==> config.mk <==
export PLATFORM = sky130hd
export DESIGN_NAME = keypad_scan_queue
export DESIGN_NICKNAME = d
export VERILOG_FILES = /design/src/rtl/keypad_scan_queue.sv
export SDC_FILE = /design/constraint.sdc
export NUM_CORES = 1
export LEC_CHECK = 0
export ABC_AREA = 1
export CAP_MARGIN = 20
export CORE_UTILIZATION = 52
export DETAILED_ROUTE_END_ITERATION = 12
export GPL_TIMING_DRIVEN = 0
export PLACE_DENSITY_LB_ADDON = 0.12
export SYNTH_ARGS = -nofsm -noshare
export SYNTH_HDL_FRONTEND = slang
export SYNTH_SLANG_ARGS = --single-unit
export TNS_END_PERCENT = 50
==> constraint.sdc <==
create_clock -name clk -period 4.8 [get_ports clk]
set_input_delay 0.48 -clock clk [delete_from_list [all_inputs] [get_ports clk]]
set_output_delay 0.48 -clock clk [all_outputs]
set_load 0.01 [all_outputs]
==> src/rtl/keypad_scan_queue.sv <==
`default_nettype none
// ============================================================================
//  Module      : keypad_scan_queue
//  Description : Row-strobed R x C keypad scanner with column synchroniser,
//                press/release debounce, multi-key rejection and a small
//                valid/ready FIFO of binary key codes.
//  Revision    : 1.0  initial release
// ============================================================================
module keypad_scan_queue #(
    parameter int ROWS     = 4,
    parameter int COLS     = 4,
    parameter int DWELL    = 4,
    parameter int DEBOUNCE = 4,
    parameter int DEPTH    = 4,
    localparam int KW      = $clog2(ROWS*COLS)
) (
    input  logic            clk,
    input  logic            reset,
    input  logic [COLS-1:0] async_col,
    output logic [ROWS-1:0] row,
    output logic            key_valid,
    output logic [KW-1:0]   key_code,
    input  logic            key_ready,
    output logic            multi,
    output logic            overflow
);

    localparam int C_RW = $clog2(ROWS);
    localparam int C_CW = $clog2(COLS);
    localparam int C_DW = $clog2(DWELL);
    localparam int C_BW = $clog2(DEBOUNCE + 1);
    localparam int C_AW = $clog2(DEPTH);
    localparam int C_NW = $clog2(DEPTH + 1);

    typedef enum logic [1:0] {
        S_SCAN    = 2'd0,
        S_CONFIRM = 2'd1,
        S_HELD    = 2'd2
    } state_t;

    state_t            r_state;
    logic [COLS-1:0]   r_col_m;
    logic [COLS-1:0]   r_col_s;
    logic [ROWS-1:0]   r_row;
    logic [C_RW-1:0]   r_row_idx;
    logic [C_DW-1:0]   r_dwell;
    logic [C_RW-1:0]   r_cand_row;
    logic [C_CW-1:0]   r_cand_col;
    logic [C_BW-1:0]   r_cnt;
    logic              r_multi;

    logic [KW-1:0]     r_mem [DEPTH];
    logic [C_AW-1:0]   r_wr;
    logic [C_AW-1:0]   r_rd;
    logic [C_NW-1:0]   r_fcnt;
    logic              r_key_valid;
    logic [KW-1:0]     r_key_code;
    logic              r_overflow;

    logic              w_any;
    logic              w_many;
    logic [C_CW-1:0]   w_idx;
    logic              w_last_dwell;
    logic [C_RW-1:0]   w_next_row;
    logic [COLS-1:0]   w_cand_mask;
    logic              w_match;
    logic              w_push;
    logic [KW-1:0]     w_code;
    logic              w_pop;
    logic              w_full;
    logic              w_push_ok;
    logic              w_drop;
    logic [C_AW-1:0]   w_rd_next;
    logic [C_NW-1:0]   w_fcnt_next;
    logic [C_NW-1:0]   w_remain;
    logic [KW-1:0]     w_head_next;

    // Two-flop synchroniser on the raw column returns
    always_ff @(posedge clk) begin
        if (reset) begin
            r_col_m <= '0;
            r_col_s <= '0;
        end else begin
            r_col_m <= async_col;
            r_col_s <= r_col_m;
        end
    end

    // Column decode, candidate match and the push request into the FIFO
    always_comb begin
        w_any  = 1'b0;
        w_many = 1'b0;
        w_idx  = '0;
        for (int c = 0; c < COLS; c++) begin
            if (r_col_s[c]) begin
                if (w_any) w_many = 1'b1;
                w_any = 1'b1;
                w_idx = C_CW'(c);
            end
        end
        w_last_dwell = (r_dwell == C_DW'(DWELL - 1));
        w_next_row   = (r_row_idx == C_RW'(ROWS - 1)) ? '0 : r_row_idx + 1'b1;
        w_cand_mask  = COLS'(1) << r_cand_col;
        w_match      = (r_col_s == w_cand_mask);
        // Push on the DEBOUNCE-th matching sample so key_valid follows one edge later
        w_push       = (r_state == S_CONFIRM) && w_match && (r_cnt == C_BW'(DEBOUNCE - 1));
        w_code       = KW'(int'(r_cand_row) * COLS + int'(r_cand_col));
    end

    // Scan / confirm / held state machine driving the row strobes
    always_ff @(posedge clk) begin
        if (reset) begin
            r_state    <= S_SCAN;
            r_row      <= ROWS'(1);
            r_row_idx  <= '0;
            r_dwell    <= '0;
            r_cand_row <= '0;
            r_cand_col <= '0;
            r_cnt      <= '0;
            r_multi    <= 1'b0;
        end else begin
            r_multi <= 1'b0;
            case (r_state)
                S_SCAN: begin
                    if (w_last_dwell) begin
                        r_dwell <= '0;
                        if (w_any && !w_many) begin
                            r_cand_row <= r_row_idx;
                            r_cand_col <= w_idx;
                            r_cnt      <= '0;
                            r_state    <= S_CONFIRM;
                        end else begin
                            r_multi   <= w_many;
                            r_row_idx <= w_next_row;
                            r_row     <= ROWS'(1) << w_next_row;
                        end
                    end else begin
                        r_dwell <= r_dwell + 1'b1;
                    end
                end
                S_CONFIRM: begin
                    if (!w_match) begin
                        r_state   <= S_SCAN;
                        r_dwell   <= '0;
                        r_row_idx <= w_next_row;
                        r_row     <= ROWS'(1) << w_next_row;
                    end else if (w_push) begin
                        r_state <= S_HELD;
                        r_cnt   <= '0;
                    end else begin
                        r_cnt <= r_cnt + 1'b1;
                    end
                end
                S_HELD: begin
                    // Only the candidate column matters until it has been released
                    if (r_col_s[r_cand_col]) begin
                        r_cnt <= '0;
                    end else if (r_cnt == C_BW'(DEBOUNCE - 1)) begin
                        r_state   <= S_SCAN;
                        r_cnt     <= '0;
                        r_dwell   <= '0;
                        r_row_idx <= w_next_row;
                        r_row     <= ROWS'(1) << w_next_row;
                    end else begin
                        r_cnt <= r_cnt + 1'b1;
                    end
                end
                default: begin
                    r_state <= S_SCAN;
                end
            endcase
        end
    end

    // FIFO next-state: a pop frees a slot for a same-cycle push even when full
    always_comb begin
        w_pop       = r_key_valid & key_ready;
        w_full      = (r_fcnt == C_NW'(DEPTH));
        w_push_ok   = w_push & (~w_full | w_pop);
        w_drop      = w_push & w_full & ~w_pop;
        w_rd_next   = r_rd + C_AW'(w_pop);
        w_fcnt_next = r_fcnt + C_NW'(w_push_ok) - C_NW'(w_pop);
        w_remain    = r_fcnt - C_NW'(w_pop);
        // When nothing older survives the pop, the new head is the code being pushed
        w_head_next = (w_remain == '0) ? w_code : r_mem[w_rd_next];
    end

    // FIFO storage array (pointers carry the valid state, so no reset needed)
    always_ff @(posedge clk) begin
        if (w_push_ok) r_mem[r_wr] <= w_code;
    end

    // FIFO pointers, count and registered head/overflow outputs
    always_ff @(posedge clk) begin
        if (reset) begin
            r_wr        <= '0;
            r_rd        <= '0;
            r_fcnt      <= '0;
            r_key_valid <= 1'b0;
            r_key_code  <= '0;
            r_overflow  <= 1'b0;
        end else begin
            if (w_push_ok) r_wr <= r_wr + 1'b1;
            r_rd        <= w_rd_next;
            r_fcnt      <= w_fcnt_next;
            r_key_valid <= (w_fcnt_next != '0);
            r_key_code  <= (w_fcnt_next != '0) ? w_head_next : '0;
            r_overflow  <= w_drop;
        end
    end

    assign row       = r_row;
    assign key_valid = r_key_valid;
    assign key_code  = r_key_code;
    assign multi     = r_multi;
    assign overflow  = r_overflow;

endmodule
`default_nettype wire

Word level (Yosys, flattened, before mapping)
Memories as Yosys holds them, arrays and structs flattened.
Index checks and enable logic that the tools add are counted.
{"block": "totals", "ff_bits": 39, "latchBits": 0, "ramBits": 16, "romBits": 0, "input_bits": 7, "output_inout_bits": 11, "wordCells": 117, "memories": 1}
{"block": "classes", "addsub": 9, "multipliers": 0, "n_div": 0, "order_cmp": 1, "n_eq_ne": 15, "shifts": 2, "n_mux": 48, "bitwise": 10, "n_reduce_logical": 15}
{"memory": "r_mem", "words": 4, "width": 4, "rd": 1, "rd_ports_with_merged_regs": 0, "write_ports": 1, "line": "52", "rtl": "logic [KW-1:0] r_mem [DEPTH];"}
{"op": "$mux W2", "count": 16}
{"op": "$mux W4", "count": 6}
{"op": "$mux W3", "count": 6}
{"op": "$pmux W2 S3", "count": 3}
{"op": "$mux W1", "count": 14}
{"op": "$ne A2 B2 Y1 const B", "count": 7}
{"op": "$pmux W4 S3", "count": 1}
{"op": "$pmux W3 S3", "count": 1}
{"op": "$reduce_and A4 Y1", "count": 2}
{"op": "$shl A1 B2 Y4 const A", "count": 2}
{"op": "$add A2 B1 Y2 const B", "count": 3}
{"op": "$eq A2 B2 Y1 const B", "count": 3}
{"op": "$reduce_and A6 Y1", "count": 1}
{"op": "$reduce_bool A3 Y1", "count": 2}
{"op": "$sub A3 B1 Y3", "count": 2}
{"op": "$not A1 Y1", "count": 5}
{"op": "$reduce_and A5 Y1", "count": 1}
{"op": "$add A4 B2 Y4", "count": 1}
{"op": "$and A1 B1 Y1", "count": 4}
{"op": "$eq A4 B4 Y1", "count": 1}
{"op": "$reduce_or A4 Y1", "count": 1}
{"op": "$add A3 B1 Y3", "count": 1}
{"op": "$add A3 B1 Y3 const B", "count": 1}
{"op": "$eq A3 B2 Y1 const B", "count": 1}
{"op": "13 further kinds", "count": 15}

Depth between registers and ports, before layout
Gate-level depths: netlist (run 1).
{"block": "depth", "ltp_word": 12, "depth_mapped": 20}

Worst setup path after synthesis (run 1)
No wires, ideal clock.
{"block": "synth_path", "path_kind": "register -> register", "from": "register r_cand_col[0]", "to": "register r_key_code[2], in the netlist key_code[2]", "setup_ns": 0.128, "t_arrival_ns": 2.586, "path_slack_ns": 2.085, "stages_incl_launch_ff": 21, "path_buffers": 1, "period_less_slack_ns": 2.715, "path_cell_list": "dfxtp_1 buf_6 inv_4 nand2_1 nand2_1 nand2_1 nand2_1 nor2_4 nand2_2 inv_1 nand3_4 ha_1 inv_1 ha_1 fa_1 xnor2_1 nand3_1 nand2_1 inv_1 o21ai_0 a21oi_1"}
{"block": "synth_between", "elab_chain_len": 10, "elab_cells_between_ends": 12}
{"element": "from (decl)", "line": "48", "rtl": "logic [C_CW-1:0] r_cand_col;"}
{"element": "from (signal assigned)", "line": "129", "rtl": "r_cand_col <= w_idx;"}
{"element": "$shl A1 B2 Y4", "line": "103", "rtl": "w_cand_mask = COLS'(1) << r_cand_col;"}
{"element": "$eq A4 B4 Y1", "line": "104", "rtl": "w_match = (r_col_s == w_cand_mask);"}
{"element": "$logic_and A1 B1 Y1 (2 in series)", "line": "106", "rtl": "w_push = (r_state == S_CONFIRM) && w_match && (r_cnt == C_BW'(DEBOUNCE - 1));"}
{"element": "$and A1 B1 Y1", "line": "179", "rtl": "w_push_ok = w_push & (~w_full | w_pop);"}
{"element": "$add A3 B1 Y3", "line": "182", "rtl": "w_fcnt_next = r_fcnt + C_NW'(w_push_ok) - C_NW'(w_pop);"}
{"element": "$sub A3 B1 Y3", "line": "182"}
{"element": "$reduce_bool A3 Y1", "line": "207", "rtl": "r_key_code <= (w_fcnt_next != '0) ? w_head_next : '0;"}
{"element": "$not A1 Y1 (no source line)"}
{"element": "$reduce_or A2 Y1 (no source line)"}
{"element": "to (signal assigned)", "line": "207"}
{"element": "to (decl)", "line": "57", "rtl": "logic [KW-1:0] r_key_code;"}
Several ways; a longest one is shown, not always the timed one.
A chain may end at the register's enable or synchronous reset.

Worst setup path after layout (run 1)
Same ends and word-level chain as after synthesis.

==> flow_summary.ini, run 1 <==
[outcome]
outcome = finished clean

[synth]
syn_avg_cell_area_sq_um = 8.11
synth_nets = 367
synthCells = 340
synth-edff-count = 16
synth_area_sq_mm = 0.00276
synth.top_cell.area_share_pct = 28.3
ys_warn_count = 0
yosysSeqAreaShare_pct = 45.8
yosys.cell_count.top_type = nand2_1
synth_area_leader_cell = dfxtp_1
synthDistinctLibCells = 26
synthArstFlopShare_pct = 0
synth-main-ff-cell = dfxtp_1
ys_top_cells_by_area = dfxtp_1 28%, edfxtp_1 17%, nand2_1 10%
yosys_register_bits = 55
synthTopCellsByCount = 74 x nand2_1, 56 x inv_1, 42 x nor2_1

[power]
ir_drop_mv = 0.190
power_density_mw_per_mm2 = 346
p_leak_uw = 0.00139

[setup_path]
slowest_stage = dfxtp_1
regToRegSetupSlack_ns = 1.74
path_cells = buf_6 -> inv_4 -> nand2_1 -> nand2_1 -> nand2_1 -> nand2_1 -> nor2_4 -> nand2_2 -> inv_1 -> nand3_4 -> ha_1 -> inv_1 -> ha_1 -> fa_1 -> xnor2_1 -> nand3_1 -> nand2_1 -> inv_1 -> o21ai_0 -> a21oi_1
cp_common_cell = nand2_1
cp.arrival_ns = 3.26
end_kind = flop
cp_slowest_stage_delay_ns = 0.42
critPathMaxFanout = 10
r2r-start = r_cand_col[0]
startpoint_type = flop
worstPathRequired_ns = 5.00
path_class = reg2reg
crit_path_start = r_cand_col[0]

[min_path]
hold_start = r_col_m[1]
hold_path.class = reg2reg

[finish]
drive_gt1_share_pct = 7.67
finalInstanceArea_sq_mm = 0.00311
final_util_pct = 60.8
nFillCells = 493
finalNetCount = 391
multi_input_area_sq_mm = 0.00123
area_delta_synth_final_pct = 12.7
seq_area_sq_mm = 0.00126
n_antenna_cell = 0

[die]
rows = 26
fp.dieW_um = 74.8
die_height_um = 74.8
io_pins = 18
die_area_sq_mm = 0.00560
core_area_sq_mm = 0.00511
start_util_pct = 54.0

[clock_tree]
cts_root_buf = clkbuf_8
post_cts_buffers = 0
ctsHoldBuffers = 0
clock_sinks = 55
cts_buffers = 5
clk_pin_slew_worst_paths_ns = 0.10
cts_tree = done
cts_htree_levels = 2
cts_resized = 0
cts_max_path_buffers = 2
clk_latency_ns = 0.31

[global_routing]
grt_pass1_vias = 1850
globalRouteTotalUtil_pct = 19.3
grt_max_degree = 19
grt.overflow.total = 0
antenna_found_initial = 0
grt_pass1_wl_um = 8040

[routing]
wl_per_cell_um = 11.0
num_vias = 2086
drtIter0Drc = 55
ant_nets = 0
wirelength_um = 4780
drc_errors = 0
dr.pass1.iters = 4
vias_per_cell = 4.80

[run]
cap_violations = 0

[timing]
fin_crit_ns = 3.06
hold_slack_ns = 0.404
drv_slew = 0
max_freq_mhz = 327
finalSetupViolations = 0
hold_viol_final = 0
worst_pin_slew_ns = 0.722
slew_headroom_pct = 51.5
fin_setup_tns_ns = 0
clock_skew_ns = 0.00665
finalCritPeriodShare_pct = 63.7
rsz0062_at_grt = false

[placement]
gp_congestion = 0.806
hpwlAfterDp_um = 3500
place_area_sq_mm = 0.00301
numPortBuffers = 17
==> state kept, by name, summed over array words and instances (netlist names), 3 cells and up <==
register and cells:
key_code 4, r_cnt 3, r_col_m 4, r_col_s 4, r_fcnt 3, r_mem 16
row 4
==> report_power, final <==
group | internal, uW | switching, uW | total, uW
combinational | 117 | 165 | 282
sequential | 513 | 20.8 | 534
clock | 105 | 155 | 260
total | 734 | 341 | 1080
==> worst paths after layout <==
kind,endpoint,cells past startpoint
min reg2reg,r_col_s[1],2
min,r_col_s[1],2
max,key_code[2],20
max reg2reg,key_code[2],20
==> critical path: cells and delay by family (launching register included) <==
kind	cells	cell delay, ns
xor gates and xnor gates	1	0.21
buffers and inverters	5	0.48
DFF	1	0.42
and+or+nand+nor	9	0.84
AOI/OAI and AO/OA	2	0.13
adders and majority gates	3	0.87
==> metal layers <==
layer / vias up / share of wire [%] / GRT usage (%) / wire length (um)
met1: 938 / 48 / 24.6 / 2270
li1: 1112 / - / - / -
met2: 29 / 48 / 32.2 / 2310
met3: 7 / 2.8 / 4.42 / 132
met4: 0 / 1.3 / 7.34 / 60
met5: - / 0 / 0 / 0
==> metrics by stage <==
stage / instances / total power [uW] / setup WS, ns
CTS: 435 / 1090 / 1.73
finish: 435 / 1080 / 1.74
global route: 435 / 1150 / 1.45
floorplan: 340 / 742 / 2.09
global placement: 427 / 821 / 1.81
detailed placement: 427 / 828 / 1.75
==> layout by cell type (no fill, tap or decap), types with 15 or more instances in the layout <==
cell,n
a21oi_1,19
inv_1,56
edfxtp_1,16
nand3_1,15
dfxtp_1,39
ha_1,19
nand2_1,74
o21ai_0,18
clkdlybuf4s50_1,17
nor2_1,42
==> kinds of logic after synthesis <==
logic type | share of synthesized area, %
flip-flops | 45.8
XOR/XNOR | 0.953
multiplexers | 1.45
AND/OR/NAND/NOR | 24.9
AO/OA/AOI/OAI | 7.85
buffers and inverters | 9.76
adder cells (fa/ha/maj) | 9.35
==> area by class of cell <==
| class | count | area share (%) |
|---|---|---|
| flip-flops and latches | 55 | 40.6 |
| multi-input cells | 220 | 39.5 |
| inverters | 58 | 7.09 |
| repair buffers | 17 | 5.48 |
| well taps | 70 | 2.82 |
| clock buffers | 5 | 2.22 |
| plain buffers | 7 | 1.57 |
| clock inverters | 3 | 0.765 |
Note: power is estimated with default switching activity, not from simulation.
==> inputs of run 2 (changes only) <==
clock period = 2.6 ns   (was 4.8 ns; I/O delays follow)
==> run 2 against run 1 <==
Effect of this change: the flow now finishes with violations (negative setup slack); critical endpoint unchanged; largest cell class is now multi-input combinational cells; total power grew 110%; global-route usage rose by 0.82 points; wire length rose by 9.8%; cell area rose by 9.7%; largest power group unchanged; fmax up 17%; sequential power rose by 86%.
==> flow_summary.ini, run 2 (same netlist as run 1, synthesis figures left out) <==
[global_routing]
globalRouteTotalUtil_pct = 20.2
grt.overflow.total = 0
grt_max_degree = 18
antenna_found_initial = 0
grt_pass1_wl_um = 8340
grt_pass1_vias = 1902

[placement]
place_area_sq_mm = 0.00304
gp_congestion = 0.877
numPortBuffers = 17
hpwlAfterDp_um = 3610

[setup_path]
path_class = reg2reg
cp.arrival_ns = 2.80
r2r_cells = 19
slowest_stage = dfxtp_4
path_cells = buf_8 -> nor2_4 -> nand2_2 -> nand2_2 -> nand2_2 -> nor2_4 -> nand2_4 -> inv_4 -> nand3_4 -> ha_4 -> inv_2 -> ha_4 -> fa_2 -> xnor2_2 -> nand3_2 -> nand2_2 -> inv_2 -> o21ai_2 -> a21oi_1
critPathMaxFanout = 5
path_buf_inv = 4
r2r-start = r_cand_col[1]
worstPathRequired_ns = 2.79
cp_common_cell = nand2_2
r2r_end = key_code[2]
regToRegSetupSlack_ns = -0.006
cp_top_family = simple AND/OR/NAND/NOR gates
startpoint_type = flop
cp_slowest_stage_delay_ns = 0.38
end_kind = flop

[routing]
drc_errors = 0
ant_nets = 0
dr.pass1.iters = 4
wirelength_um = 5250
drtIter0Drc = 63
vias_per_cell = 4.80
wl_per_cell_um = 11.5
num_vias = 2194

[die]
core_area_sq_mm = 0.00511
fp.dieW_um = 74.8
die_area_sq_mm = 0.00560
rows = 26
die_height_um = 74.8
start_util_pct = 54.0
io_pins = 18

[min_path]
hold_path.class = reg2reg
hold_start = r_col_m[2]
hold_depth = 2
hold_end = r_col_s[2]

[power]
seqPwrFrac_pct = 44.7
total_power_uw = 2220
swShare_pct = 31.2
p_leak_uw = 0.00152
clockPowerShare_pct = 25.2
power_frac_comb_pct = 30.1
switchingPower_uw = 692
ir_drop_mv = 0.394
power_density_mw_per_mm2 = 652
p_int_uw = 1530

[timing]
finalCritPeriodShare_pct = 100
max_freq_mhz = 384
clock_skew_ns = 0.00829
worst_pin_slew_ns = 0.661
rsz0062_at_grt = true
final.setup.worst_slack_ns = -0.00615
drv_slew = 0
finalSetupViolations = 2
fin_crit_ns = 2.61
slew_headroom_pct = 55.6
hold_viol_final = 0

[clock_tree]
cts_tree = done
cts_root_buf = clkbuf_8
cts_max_path_buffers = 2
clock_sinks = 55
cts_htree_levels = 2
clk_latency_ns = 0.31
cts_buffers = 5
clk_pin_slew_worst_paths_ns = 0.10
ctsHoldBuffers = 0

[finish]
final_util_pct = 66.7
finalInstanceArea_sq_mm = 0.00341
layout_common_cells = 68 x nand2_1, 51 x inv_1, 41 x nor2_1, 37 x dfxtp_1, 20 x buf_4
drive_gt1_share_pct = 18.3
finalNetCount = 413
final_common_cell = nand2_1
largest-register = r_mem
largest_register_ffs = 16
area_delta_synth_final_pct = 23.6
n_antenna_cell = 0

[outcome]
outcome = finished, violations left
violations = negative setup slack

[run]
cap_violations = 0
[run 2: cell types whose count changed in the layout (fill, tap and decap cells not counted), moves of 2 or more]
cell	previous run	this run
buf_4	0	20
nand2_1	74	68
inv_1	56	51
nand2_2	3	8
inv_2	1	5
clkinvlp_4	2	0
dfxtp_1	39	37
ha_1	19	17
ha_4	0	2
nor2_4	2	4
o21ai_0	18	16
o21ai_2	0	2
[run 2: worst min-delay path, delay by kind of cell, from the launching register on]
family	cells	cell delay [ns]
buffers and inverters	1	0.04
flip-flops	1	0.31
AND/OR/NAND/NOR	1	0.03
[run 2: cell type report]
class	instances	area [sq um]
buffer	7	52.6
clock buffer	5	68.8
timing repair buffer	39	357
fill	445	1700
sequential	55	1270
inverter	58	225
multi-input combinational	220	1310
tap	70	87.6
clock inverter	3	43.8
[run 2: how the worst max path moves through the flow]
stage | start | to | slack [ns] | cells after the start
after floorplan | r_cand_col[1] | key_code[2] | 0.0004 | 19
after global placement | r_cand_col[1] | key_code[3] | -0.26 | 19
after detailed placement | r_cand_col[1] | key_code[2] | -0.28 | 19
after CTS | r_cand_col[0] | key_code[2] | 0.00007 | 20
after global routing | r_cand_col[1] | key_code[2] | -0.18 | 19
final | r_cand_col[1] | key_code[2] | -0.006 | 19
[run 2: metal layers]
layer  global-route usage (%)  part of all wire, %  up-vias
li1                         -                    -     1158
met4                     6.92                  2.4        0
met1                     24.3                   44      983
met5                        0                    0        -
met2                     35.3                   49       44
met3                     4.82                  4.4        9
[run 2: repair_timing]
action | CTS | global route
resized for setup | 18 | 8
setup buffers | 17 | 3
pin swaps | 6 | 7
endpoints found under the setup margin | 5 | 7
cloned | 1 | 1
[run 2: per-stage QoR]
stage | cells | hold slack, ns | setup TNS [ns] | setup WS, ns
finish | 457 | 0.406 | -0.00694 | -0.00615
global route | 457 | 0.418 | -0.584 | -0.180
CTS | 453 | 0.406 | 0 | 0.0000715
detailed placement | 427 | 0.393 | -0.869 | -0.278
global placement | 427 | 0.388 | -0.774 | -0.262
floorplan | 340 | 0.367 | 0 | 0.000380
[run 2: power groups by stage]
| stage | clock [uW] | combinational, uW | sequential (uW) |
|---|---|---|---|
| floorplan | 0 | 397 | 1020 |
| global placement | 0 | 565 | 1010 |
| detailed placement | 0 | 581 | 1010 |
| CTS | 570 | 647 | 991 |
| global route | 603 | 760 | 1000 |
| finish | 560 | 668 | 993 |
==> inputs of run 3 (changes only) <==
HOLD_SLACK_MARGIN = 0.02   (was unset)
==> results of run 3 <==
Final layout, timing and power as in run 2 (identical DEF).
